==> config.mk <==
export PLATFORM = sky130hd
export DESIGN_NAME = frame_downsampler
export DESIGN_NICKNAME = d
export VERILOG_FILES = /design/src/rtl/frame_downsampler.sv
export SDC_FILE = /design/constraint.sdc
export NUM_CORES = 1
export LEC_CHECK = 0
export ABC_AREA = 1
export BUFFER_PORTS_ARGS = -buffer_cell sky130_fd_sc_hd__buf_2
export CORE_MARGIN = 1.5
export CORE_UTILIZATION = 40
export CTS_BUF_LIST = sky130_fd_sc_hd__clkbuf_16
export DETAILED_ROUTE_END_ITERATION = 8
export GPL_ROUTABILITY_DRIVEN = 1
export PLACE_DENSITY = 0.59
export SYNTH_ARGS = -nofsm -noshare
export SYNTH_HDL_FRONTEND = slang
export SYNTH_SLANG_ARGS = --single-unit
==> constraint.sdc <==
create_clock -name clock -period 1.7 [get_ports clock]
set_input_delay 0.255 -clock clock [delete_from_list [all_inputs] [get_ports clock]]
set_output_delay 0.255 -clock clock [all_outputs]
set_load 0.01 [all_outputs]
==> src/rtl/frame_downsampler.sv <==
// Reduces a raster by 2^LOG2F per axis by decimation or box averaging; tracks blanking.
// Registered outputs one cycle after the completing pixel. No backpressure: every out_valid pulse must be taken.
module frame_downsampler #(
  parameter int DATA_W   = 8,
  parameter int H_ACTIVE = 800,
  parameter int V_ACTIVE = 600,
  parameter int H_TOTAL  = 840,
  parameter int V_TOTAL  = 640,
  parameter int LOG2F    = 1,
  parameter int MODE     = 0
) (
  input  logic              clock,
  input  logic              reset_n,
  input  logic              in_valid,
  input  logic [DATA_W-1:0] in_data,
  input  logic              in_sof,
  output logic              out_valid,
  output logic [DATA_W-1:0] out_data,
  output logic              out_blank,
  output logic              out_sof,
  output logic              out_eol
);

  localparam int F     = 1 << LOG2F;
  localparam int RW    = $clog2(V_TOTAL);
  localparam int CW    = $clog2(H_TOTAL);
  localparam int NB    = H_ACTIVE / F;
  localparam int ACC_W = DATA_W + 2 * LOG2F;
  localparam int HS_W  = DATA_W + LOG2F;

  logic [RW-1:0]     r_row;
  logic [CW-1:0]     r_col;
  logic              w_resync;
  logic [RW-1:0]     w_row;
  logic [CW-1:0]     w_col;
  logic              w_active;
  logic              w_accept;
  logic [RW-1:0]     w_row_lo;
  logic [CW-1:0]     w_col_lo;
  logic [RW-1:0]     w_orow;
  logic [CW-1:0]     w_ocol;
  logic              w_first_blk;
  logic              w_last_col;
  logic              w_emit;
  logic [DATA_W-1:0] w_pix;

  // A start-of-frame pixel is treated as position (0,0) regardless of where the counters are.
  assign w_resync    = in_sof & in_valid;
  assign w_row       = w_resync ? '0 : r_row;
  assign w_col       = w_resync ? '0 : r_col;
  assign w_active    = w_resync | ((r_row < RW'(V_ACTIVE)) && (r_col < CW'(H_ACTIVE)));
  assign w_accept    = in_valid & w_active;
  assign w_row_lo    = w_row & RW'(F - 1);
  assign w_col_lo    = w_col & CW'(F - 1);
  assign w_orow      = w_row >> LOG2F;
  assign w_ocol      = w_col >> LOG2F;
  assign w_first_blk = (w_orow == '0) && (w_ocol == '0);
  assign w_last_col  = (w_ocol == CW'(NB - 1));

  always_ff @(posedge clock or negedge reset_n) begin
    if (!reset_n) begin
      r_row <= '0;
      r_col <= '0;
    end else if (w_resync) begin
      r_row <= '0;
      r_col <= CW'(1);
    end else if (!w_active || in_valid) begin
      if (r_col == CW'(H_TOTAL - 1)) begin
        r_col <= '0;
        r_row <= (r_row == RW'(V_TOTAL - 1)) ? '0 : r_row + 1'b1;
      end else begin
        r_col <= r_col + 1'b1;
      end
    end
  end

  generate
    if (MODE == 1 && LOG2F > 0) begin : g_avg
      localparam int IW  = (NB > 1) ? $clog2(NB) : 1;
      localparam int RND = 1 << (2 * LOG2F - 1);

      logic [HS_W-1:0]  r_hsum;
      logic [ACC_W-1:0] r_lbuf [NB];
      logic [IW-1:0]    w_idx;
      logic [HS_W-1:0]  w_hsum;
      logic             w_blk_end;
      logic             w_last_row;
      logic [ACC_W-1:0] w_prev;
      logic [ACC_W-1:0] w_acc;
      logic [ACC_W-1:0] w_total;

      // Row 0 of each block ignores the stored entry, so stale sums never survive a resync.
      assign w_idx      = w_active ? IW'(w_ocol) : '0;
      assign w_hsum     = (w_col_lo == '0) ? HS_W'(in_data) : r_hsum + HS_W'(in_data);
      assign w_blk_end  = (w_col_lo == CW'(F - 1));
      assign w_last_row = (w_row_lo == RW'(F - 1));
      assign w_prev     = (w_row_lo == '0) ? '0 : r_lbuf[w_idx];
      assign w_acc      = w_prev + ACC_W'(w_hsum);
      assign w_total    = w_acc + ACC_W'(RND);
      assign w_emit     = w_accept & w_blk_end & w_last_row;
      assign w_pix      = DATA_W'(w_total >> (2 * LOG2F));

      always_ff @(posedge clock or negedge reset_n) begin
        if (!reset_n) begin
          r_hsum <= '0;
        end else if (w_accept) begin
          r_hsum <= w_hsum;
        end
      end

      always_ff @(posedge clock) begin
        if (w_accept && w_blk_end && !w_last_row) begin
          r_lbuf[w_idx] <= w_acc;
        end
      end
    end else begin : g_dec
      // With F=1 averaging is a pass-through, which is exactly decimation.
      assign w_emit = w_accept & (w_row_lo == '0) & (w_col_lo == '0);
      assign w_pix  = in_data;
    end
  endgenerate

  always_ff @(posedge clock or negedge reset_n) begin
    if (!reset_n) begin
      out_valid <= 1'b0;
      out_data  <= '0;
      out_blank <= 1'b0;
      out_sof   <= 1'b0;
      out_eol   <= 1'b0;
    end else begin
      out_valid <= w_emit;
      out_data  <= w_emit ? w_pix : '0;
      out_blank <= ~w_active;
      out_sof   <= w_emit & w_first_blk;
      out_eol   <= w_emit & w_last_col;
    end
  end

endmodule

# == Word-level counts from Yosys, hierarchy flattened ==
# Index checks and enable logic that the tools add are counted.
# W data, S select, Z words.
# classes
addsub,2
magnitude_cmp,2
n_eq_ne,3
n_mux,10
bitwise_logic,8
reduce_logical,11
# ops
operator,count
$mux W10,9
$logic_not A10 Y1,4
$add A10 B1 Y10 const B,2
$eq A10 B10 Y1 const B,2
$lt A10 B10 Y1 const B,2
$eq A9 B9 Y1 const B,1
$mux W8,1
$and A1 B1 Y1,6
$reduce_bool A2 Y1,2
$logic_and A1 B1 Y1,2
$reduce_and A2 Y1,1
$logic_not A1 Y1,1
$logic_or A1 B1 Y1,1
$not A1 Y1,1
$or A1 B1 Y1,1
# totals
reg_bits,32
input_bits,12
out_inout_bits,12
word_cells,43

# == Longest topological paths before layout ==
# Gate-level depths: netlist of run 1.
# depth
word_depth,7
mapped_depth,9
ltp_nobuf,9

# == Worst setup path before layout of run 1 ==
# No wires, ideal clock.
# synth_path
kind,reg-to-reg
start,register r_col[0]
end,register r_row[4]
setup_time_ns,0.119
arrival_ns,1.238
t_required_ns,1.581
setup_slack_ns,0.343
path_stages_with_launch,10
path_buffers,1
synth_period_minus_slack_ns,1.357
cell_sequence,dfrtp_1 -> ha_1 -> nand2_1 -> nor2_1 -> nand4_2 -> nand2_2 -> buf_6 -> nand3_1 -> nand2_1 -> nor2_1
# synth_between
elab_chain_len,7
elab_cells_between_ends,9
cone_classes,order compare (1); eq/ne (1); bitwise (1); reduce/logical (6)
# synth_rtl
item,line_no,source
start: declaration,32,logic [CW-1:0] r_col;
start signal: assignment,72,r_col <= r_col + 1'b1;
$lt A10 B10 Y1,51,assign w_active = w_resync | ((r_row < RW'(V_ACTIVE)) && (r_col < CW'(H_ACTIVE)));
$logic_and A1 B1 Y1,51,
$or A1 B1 Y1,51,
$logic_not A1 Y1,67,end else if (!w_active || in_valid) begin
$logic_or A1 B1 Y1,67,
$reduce_bool A2 Y1 (no source line),--,
$reduce_and A2 Y1 (no source line) *,--,
end signal: assignment,70,r_row <= (r_row == RW'(V_TOTAL - 1)) ? '0 : r_row + 1'b1;
end: declaration,31,logic [RW-1:0] r_row;
# Mark *: on every way between the ends. The rest lies on a longest branch, timed or not.
# A chain may end at the register's enable or synchronous reset.

# == Worst setup path after layout of run 1 ==
# layout_path
start,register r_col[0]
end,register r_col[8]
# layout_between
elab_chain_len,6
elab_cells_between_ends,11
cone_classes,add/sub (1); order compare (1); eq/ne (1); mux (3); bitwise (1); reduce/logical (4)
# layout_rtl
item,line_no
$lt A10 B10 Y1,51
$logic_and A1 B1 Y1,51
$or A1 B1 Y1,51
$logic_not A1 Y1,67
$logic_or A1 B1 Y1,67
$reduce_bool A2 Y1 (no source line),--
# Several ways; a longest one is shown, not always the timed one. The select of a mux whose other input is x is not followed.

==> results of run 1 <==
==> cell usage after synthesis, types with 2 or more instances <==
cell type / count / area share [%]
a21boi_2: 8 / 5.1
a21oi_1: 4 / 1.1
buf_6: 3 / 1.9
dfrtp_1: 32 / 45
ha_1: 2 / 1.4
inv_1: 28 / 5.9
nand2_1: 46 / 9.7
nand2_2: 5 / 1.8
nand3_1: 26 / 7.3
nand4_1: 10 / 3.5
nor2_1: 23 / 4.9
nor2_2: 2 / 0.71
nor3_1: 5 / 1.4
o21ai_0: 9 / 2.5
o21ai_1: 2 / 0.56
xor2_1: 2 / 0.99
==> what timing repair did <==
item	4_1_cts	5_1_grt
setup endpoints to repair	0	9
setup buffers	0	3
resized for setup	0	4
==> registers in the layout (all words and copies together) (netlist names) <==
| name | count |
|---|---|
| out_blank | 1 |
| out_data | 8 |
| out_eol | 1 |
| out_sof | 1 |
| out_valid | 1 |
| r_col | 10 |
| r_row | 10 |
==> metal layers <==
metal  GRT usage [%]  vias up
met2           29.27       40
met5               0        -
met1           26.07      733
li1                -      793
met3           4.215        6
met4           7.843        0
==> final timing paths <==
check | startpoint | to | slack [ns] | cells past startpoint
worst max-delay path | r_col[0] | r_col[8] | 0.14 | 8
worst min-delay path | reset_n | r_col[6] | 0.03 | 1
worst max register to register | r_col[0] | r_col[8] | 0.14 | 8
worst min register to register | r_row[7] | r_row[7] | 0.59 | 3
max in group asynchronous | reset_n | r_row[6] | 1.19 | 1
min in group clock | in_data[7] | out_data[7] | 0.21 | 2
==> through the flow <==
step / setup slack (ns) / TNS (ns) / hold slack (ns) / cell area [sq um]
floorplan: 0.3426 / 0 / -0.04059 / 1772
global placement: 0.1508 / 0 / 0.3551 / 1963
detailed placement: 0.1019 / 0 / 0.3632 / 1963
CTS: 0.07814 / 0 / 0.06070 / 2107
global route: -0.009058 / -0.01014 / 0.1028 / 2156
finish: 0.1423 / 0 / 0.03303 / 2156
==> logic make-up after synthesis <==
group / count (synthesis)
AND/OR/NAND/NOR: 123
flip-flops: 32
buffers and inverters: 34
XOR/XNOR: 3
AO/OA/AOI/OAI: 25
adder cells (fa/ha/maj): 2
==> final cells by class <==
cell class | count | area (sq um)
timing repair buffer | 33 | 190.2
fill | 428 | 2138
clock buffer | 5 | 125.1
clock inverter | 3 | 18.77
sequential | 32 | 800.8
multi-input combinational | 154 | 843.3
inverter | 29 | 112.6
tap | 52 | 65.06
==> where the power goes <==
part | leakage (nW) | internal [mW] | switching (mW)
Combinational | 0.622 | 0.0930 | 0.141
Sequential | 0.431 | 0.805 | 0.0374
Clock | 0.0736 | 0.539 | 0.345
==> metrics.txt, run 1 <==
DR vias/cell a little over 5; Setup violations, final 0; fin crit period 1.558 ns; Starting Density 41.26%; crit-path max cell delay about 0.40 ns; top_reg_cell synth dfrtp_1; Crit path max-delay family simple AND/OR/NAND/NOR gates; largest family of logic cells by synthesized area simple AND/OR/NAND/NOR gates; largest net degree at the start of global routing 33; antenna-violating nets left 0; status finished, final reports clean; Final Non-Filler Cells 308; M1 wire length 2.128 mm; Die Footprint 4837 sq um; Pwr Density 909.5 nW/um^2; Inst Count DP 296; initial antenna violation count 0; worst path bufs/invs 1; Layout Utilization 50.20%; final hold vios 0; max-cap violation count 0; cells along the critical path ha_2 -> nand2_1 -> nor2_1 -> nand4_4 -> clkinvlp_4 -> nor2_1 -> nand3_1 -> nand2_1; xor and xnor area share after synthesis roughly 1.5%; Max Clock Skew 0.009116 ns; most common cell after layout, fill and taps aside nand2_1; Mapped Area about 1800 sq um; routed wl met3 185 microns; Max Transition Viols Final 0; metal2 WL 1.832 mm; layout overhead on the synthesized area 21.68%; Die Ht 69.55 microns; fmax 642.0 MHz; TritonRoute pass-1 iters 4; worst vdd ir 0.3852 mV; DR vias around 1600; IO Pins 24; # clock sinks 32; CP Launch Type flip-flop; Synth Register Bits 32; Hold Crit Class primary input to asynchronous set/reset pin; htree depth 2; EDFF count, synth 0; clock latency on the worst-skew pair 0.28 ns; sequential area share after synthesis around 45%; compound-gate portion of the synthesized area 10.24%; Post-Syn Nets 233; Post-Route WL 4.220 mm; Overflow after GRT 0; worst path required time 1.87 ns; WL per Instance 13.70 microns; P_leak 1.127 nW; Clock Tree Root clkbuf_16; crit path kind flip-flop to flip-flop; IO buf count 23; Routability Congestion between 0.9 and 1; Longest Clk Path Bufs 2; CTS tree built; Core ar. 4294 sq um; Final Cycle Share 91.63%; power consumption 1.961 mW; Clock transition at path regs 0.06 ns; warnings from Yosys 0; simple-gate share of the synthesized area 33.19%; Slowest cell on crit path dfrtp_1; drc violations 0; hold_buf cts 0; vias in the first global route 1519; # diodes 0; crit-path max FO 9; post-synthesis area per instance 8.090 sq um; Synth Area in Adders 1.412%; crit path DAT between 1.5 and 2 ns; Post-Syn Instances 219; HPWL after DPL 2.907 mm; commonest non-fill, non-tap cells in the layout nand2_1 (46), dfrtp_1 (32), inv_1 (28), nand3_1 (26); actual slew at the worst max-slew pin 0.7400 ns; slew margin rel. 50.67%; GRT Total Usage 19.06%; mux share of post-synthesis cell area 0%; site row count 24; CP endpoint kind flip-flop; share of layout cells above drive strength 1 roughly a quarter; Async S/R FF share, synth 100.0%; die width about 70 microns; Initial DRC Count 85; count of different cell masters after synthesis 28; Top Layer Used met4; first-pass GRT wire length slightly above 7 mm; Nets 269; total CTS buffers 5
Power figures use the tool's default switching activity.
==> run 2, diff against run 1 <==
--- a/config.mk
+++ b/config.mk
@@ -7,6 +7,7 @@
 export LEC_CHECK = 0
 export ABC_AREA = 1
 export BUFFER_PORTS_ARGS = -buffer_cell sky130_fd_sc_hd__buf_2
+export CORE_ASPECT_RATIO = 1.25
 export CORE_MARGIN = 1.5
 export CORE_UTILIZATION = 40
 export CTS_BUF_LIST = sky130_fd_sc_hd__clkbuf_16
==> run 2 against run 1 <==
  * Hold slack gained 0.00092 ns
  * Total power grew 5.1%
  * Non-clock buffer count shrank 5
  * Global-route usage shrank 0.98 points
  * Worst setup slack lost 0.024 ns
  * Design area shrank 1.3%
  * First-iteration DRC count shrank 52%
  * Register-to-register slack lost 0.02 ns
==> metrics.txt, run 2 (synthesis gave the netlist of run 1 again) <==
htree depth 2 (unchanged); Crit path max-delay family simple AND/OR/NAND/NOR gates (unchanged); Final Cycle Share 93.02% (was 91.63%); clock latency on the worst-skew pair 0.27 ns (was 0.28 ns); Core ar. 4164 sq um (was 4294 sq um); internal power 1.576 mW (was 1.437 mW); Overflow after GRT 0 (unchanged); Psw 0.4849 mW (was 0.5240 mW); antenna-violating nets left 0 (unchanged); worst path required time 1.86 ns (was 1.87 ns); WL per Instance 12.74 microns (was 13.70 microns); initial antenna violation count 0 (unchanged); Reg power frac 40.8% (was 43.0%); CP Capture Point r_col[7] (was r_col[8]); Nets 263 (was 269); final hold vios 0 (unchanged); status finished, final reports clean (unchanged); max-cap violation count 0 (unchanged); crit-path max cell delay 0.39 ns (was 0.40 ns); # fillers 418 (was 428); Cell Area, Placed 1953 sq um (was 1963 sq um); CTS tree built (unchanged); Pwr Density 968.2 nW/um^2 (was 909.5 nW/um^2); layout overhead on the synthesized area 20.13% (was 21.68%); Hold Crit Class primary input to asynchronous set/reset pin (unchanged); clock share of power 48.4% (was 45.1%); Worst Setup SP r_col[0] (unchanged); Routability Congestion 0.9078 (was 0.9184); HPWL after DPL 2.790 mm (was 2.907 mm); Setup TNS Final 0 ns (unchanged); slew margin rel. 51.95% (was 50.67%); Clock Tree Root clkbuf_16 (unchanged); post-route setup slack 0.1187 ns (was 0.1423 ns); DR vias 1539 (was 1572); IO Pins 24 (unchanged); worst path bufs/invs 1 (unchanged); # diodes 0 (unchanged); fin crit period 1.581 ns (was 1.558 ns); Reg2Reg Setup Slack 0.12 ns (was 0.14 ns); Clock transition at path regs 0.05 ns (was 0.06 ns); die width 62.53 microns (was 69.55 microns); worst slack, placed 0.06890 ns (was 0.1019 ns); Initial DRC Count 41 (was 85); Layout Utilization 51.11% (was 50.20%); first-pass GRT wire length 6.824 mm (was 7.251 mm); Max Clock Skew 0.002492 ns (was 0.009116 ns); DR vias/cell 5.029 (was 5.104); worst vdd ir 0.5825 mV (was 0.3852 mV); # clock sinks 32 (unchanged); drc violations 0 (unchanged); Largest regs r_col x10, r_row x10, out_data x8 (unchanged); reg2reg start r_col[0] (unchanged); Setup violations, final 0 (unchanged); Post-Route WL 3.897 mm (was 4.220 mm); Max Transition Viols Final 0 (unchanged); crit path DAT 1.75 ns (was 1.73 ns); P_leak 1.091 nW (was 1.127 nW); actual slew at the worst max-slew pin 0.7208 ns (was 0.7400 ns); Slowest cell on crit path dfrtp_1 (unchanged); cells along the critical path ha_2 -> nand2_1 -> nor2_1 -> nand4_2 -> nand2_4 -> inv_1 -> nand2_1 -> nor2_1 (was ha_2 -> nand2_1 -> nor2_1 -> nand4_4 -> clkinvlp_4 -> nor2_1 -> nand3_1 -> nand2_1); hold_buf cts 0 (unchanged); RSZ-0062 raised after global routing no; largest net degree at the start of global routing 33 (unchanged); total CTS buffers 5 (unchanged); TritonRoute pass-1 iters 4 (unchanged); fmax 632.4 MHz (was 642.0 MHz); reg2reg end r_col[7] (was r_col[8]); Final Instance Area 2128 sq um (was 2156 sq um); CP Launch Type flip-flop (unchanged); Hold Slack 0.03395 ns (was 0.03303 ns); Comb pwr share 10.8% (was 12.0%); crit path kind flip-flop to flip-flop (unchanged); switching power share of the total 23.53% (was 26.72%); Critical Path Stages 8 (unchanged); vias in the first global route 1494 (was 1519); Reg2Reg Depth 8 (unchanged); most common cell after layout, fill and taps aside nand2_1 (unchanged); GRT Total Usage 18.09% (was 19.06%); Die Footprint 4840 sq um (was 4837 sq um); share of layout cells above drive strength 1 23.20% (was 25.39%); CP endpoint kind flip-flop (unchanged); Die Ht 77.41 microns (was 69.55 microns); Longest Clk Path Bufs 2 (unchanged); crit-path max FO 13 (was 9); Starting Density 42.55% (was 41.26%); IO buf count 23 (unchanged); site row count 26 (was 24); commonest non-fill, non-tap cells in the layout nand2_1 (46), dfrtp_1 (32), inv_1 (29), nand3_1 (26) (was nand2_1 (46), dfrtp_1 (32), inv_1 (28), nand3_1 (26))
[run 2: cell type report]
cell class | instances | area [sq um] | share of cell area (%)
well taps | 56 | 70.07 | 3.292
multi-input cells | 153 | 828.3 | 38.92
clock buffers | 5 | 125.1 | 5.879
repair buffers | 28 | 152.6 | 7.172
inverters | 29 | 112.6 | 5.291
clock inverters | 3 | 38.79 | 1.822
flip-flops and latches | 32 | 800.8 | 37.62
[run 2: repair_timing]
item	CTS	global route
setup buffers	0	0
endpoints found under the setup margin	0	7
gates resized for setup	0	3
[run 2: layer usage]
layer / up-vias / global-route usage (%) / part of all wire, %
li1: 780 / - / -
met5: - / 0 / 0
met4: 0 / 10.00 / 2.7
met3: 7 / 3.478 / 3.6
met2: 36 / 30.22 / 51
met1: 716 / 21.89 / 43
[run 2: per-stage QoR]
step | std cells | total power [mW]
after floorplan | 219 | 0.9974
after global placement | 298 | 1.077
after detailed placement | 298 | 1.076
after CTS | 306 | 2.090
after global routing | 306 | 2.147
final | 306 | 2.061
[run 2: power groups by stage]
stage | Sequential, mW | Combinational [mW] | Clock [mW]
after floorplan | 0.858 | 0.140 | 0
after global placement | 0.855 | 0.223 | 0
final | 0.841 | 0.222 | 0.997
after detailed placement | 0.853 | 0.223 | 0
after CTS | 0.840 | 0.223 | 1.03
after global routing | 0.847 | 0.251 | 1.05
[run 2: how the worst min path moves through the flow]
stage,from,endpoint,slack [ns],cells after the start
2_1_floorplan,reset_n,out_blank,-0.04,0
3_3_place_gp,reset_n,out_data[0],0.36,1
3_5_place_dp,reset_n,out_data[0],0.36,1
4_1_cts,reset_n,out_data[0],0.07,1
5_1_grt,reset_n,out_data[0],0.1,1
6_report,reset_n,out_data[0],0.03,1
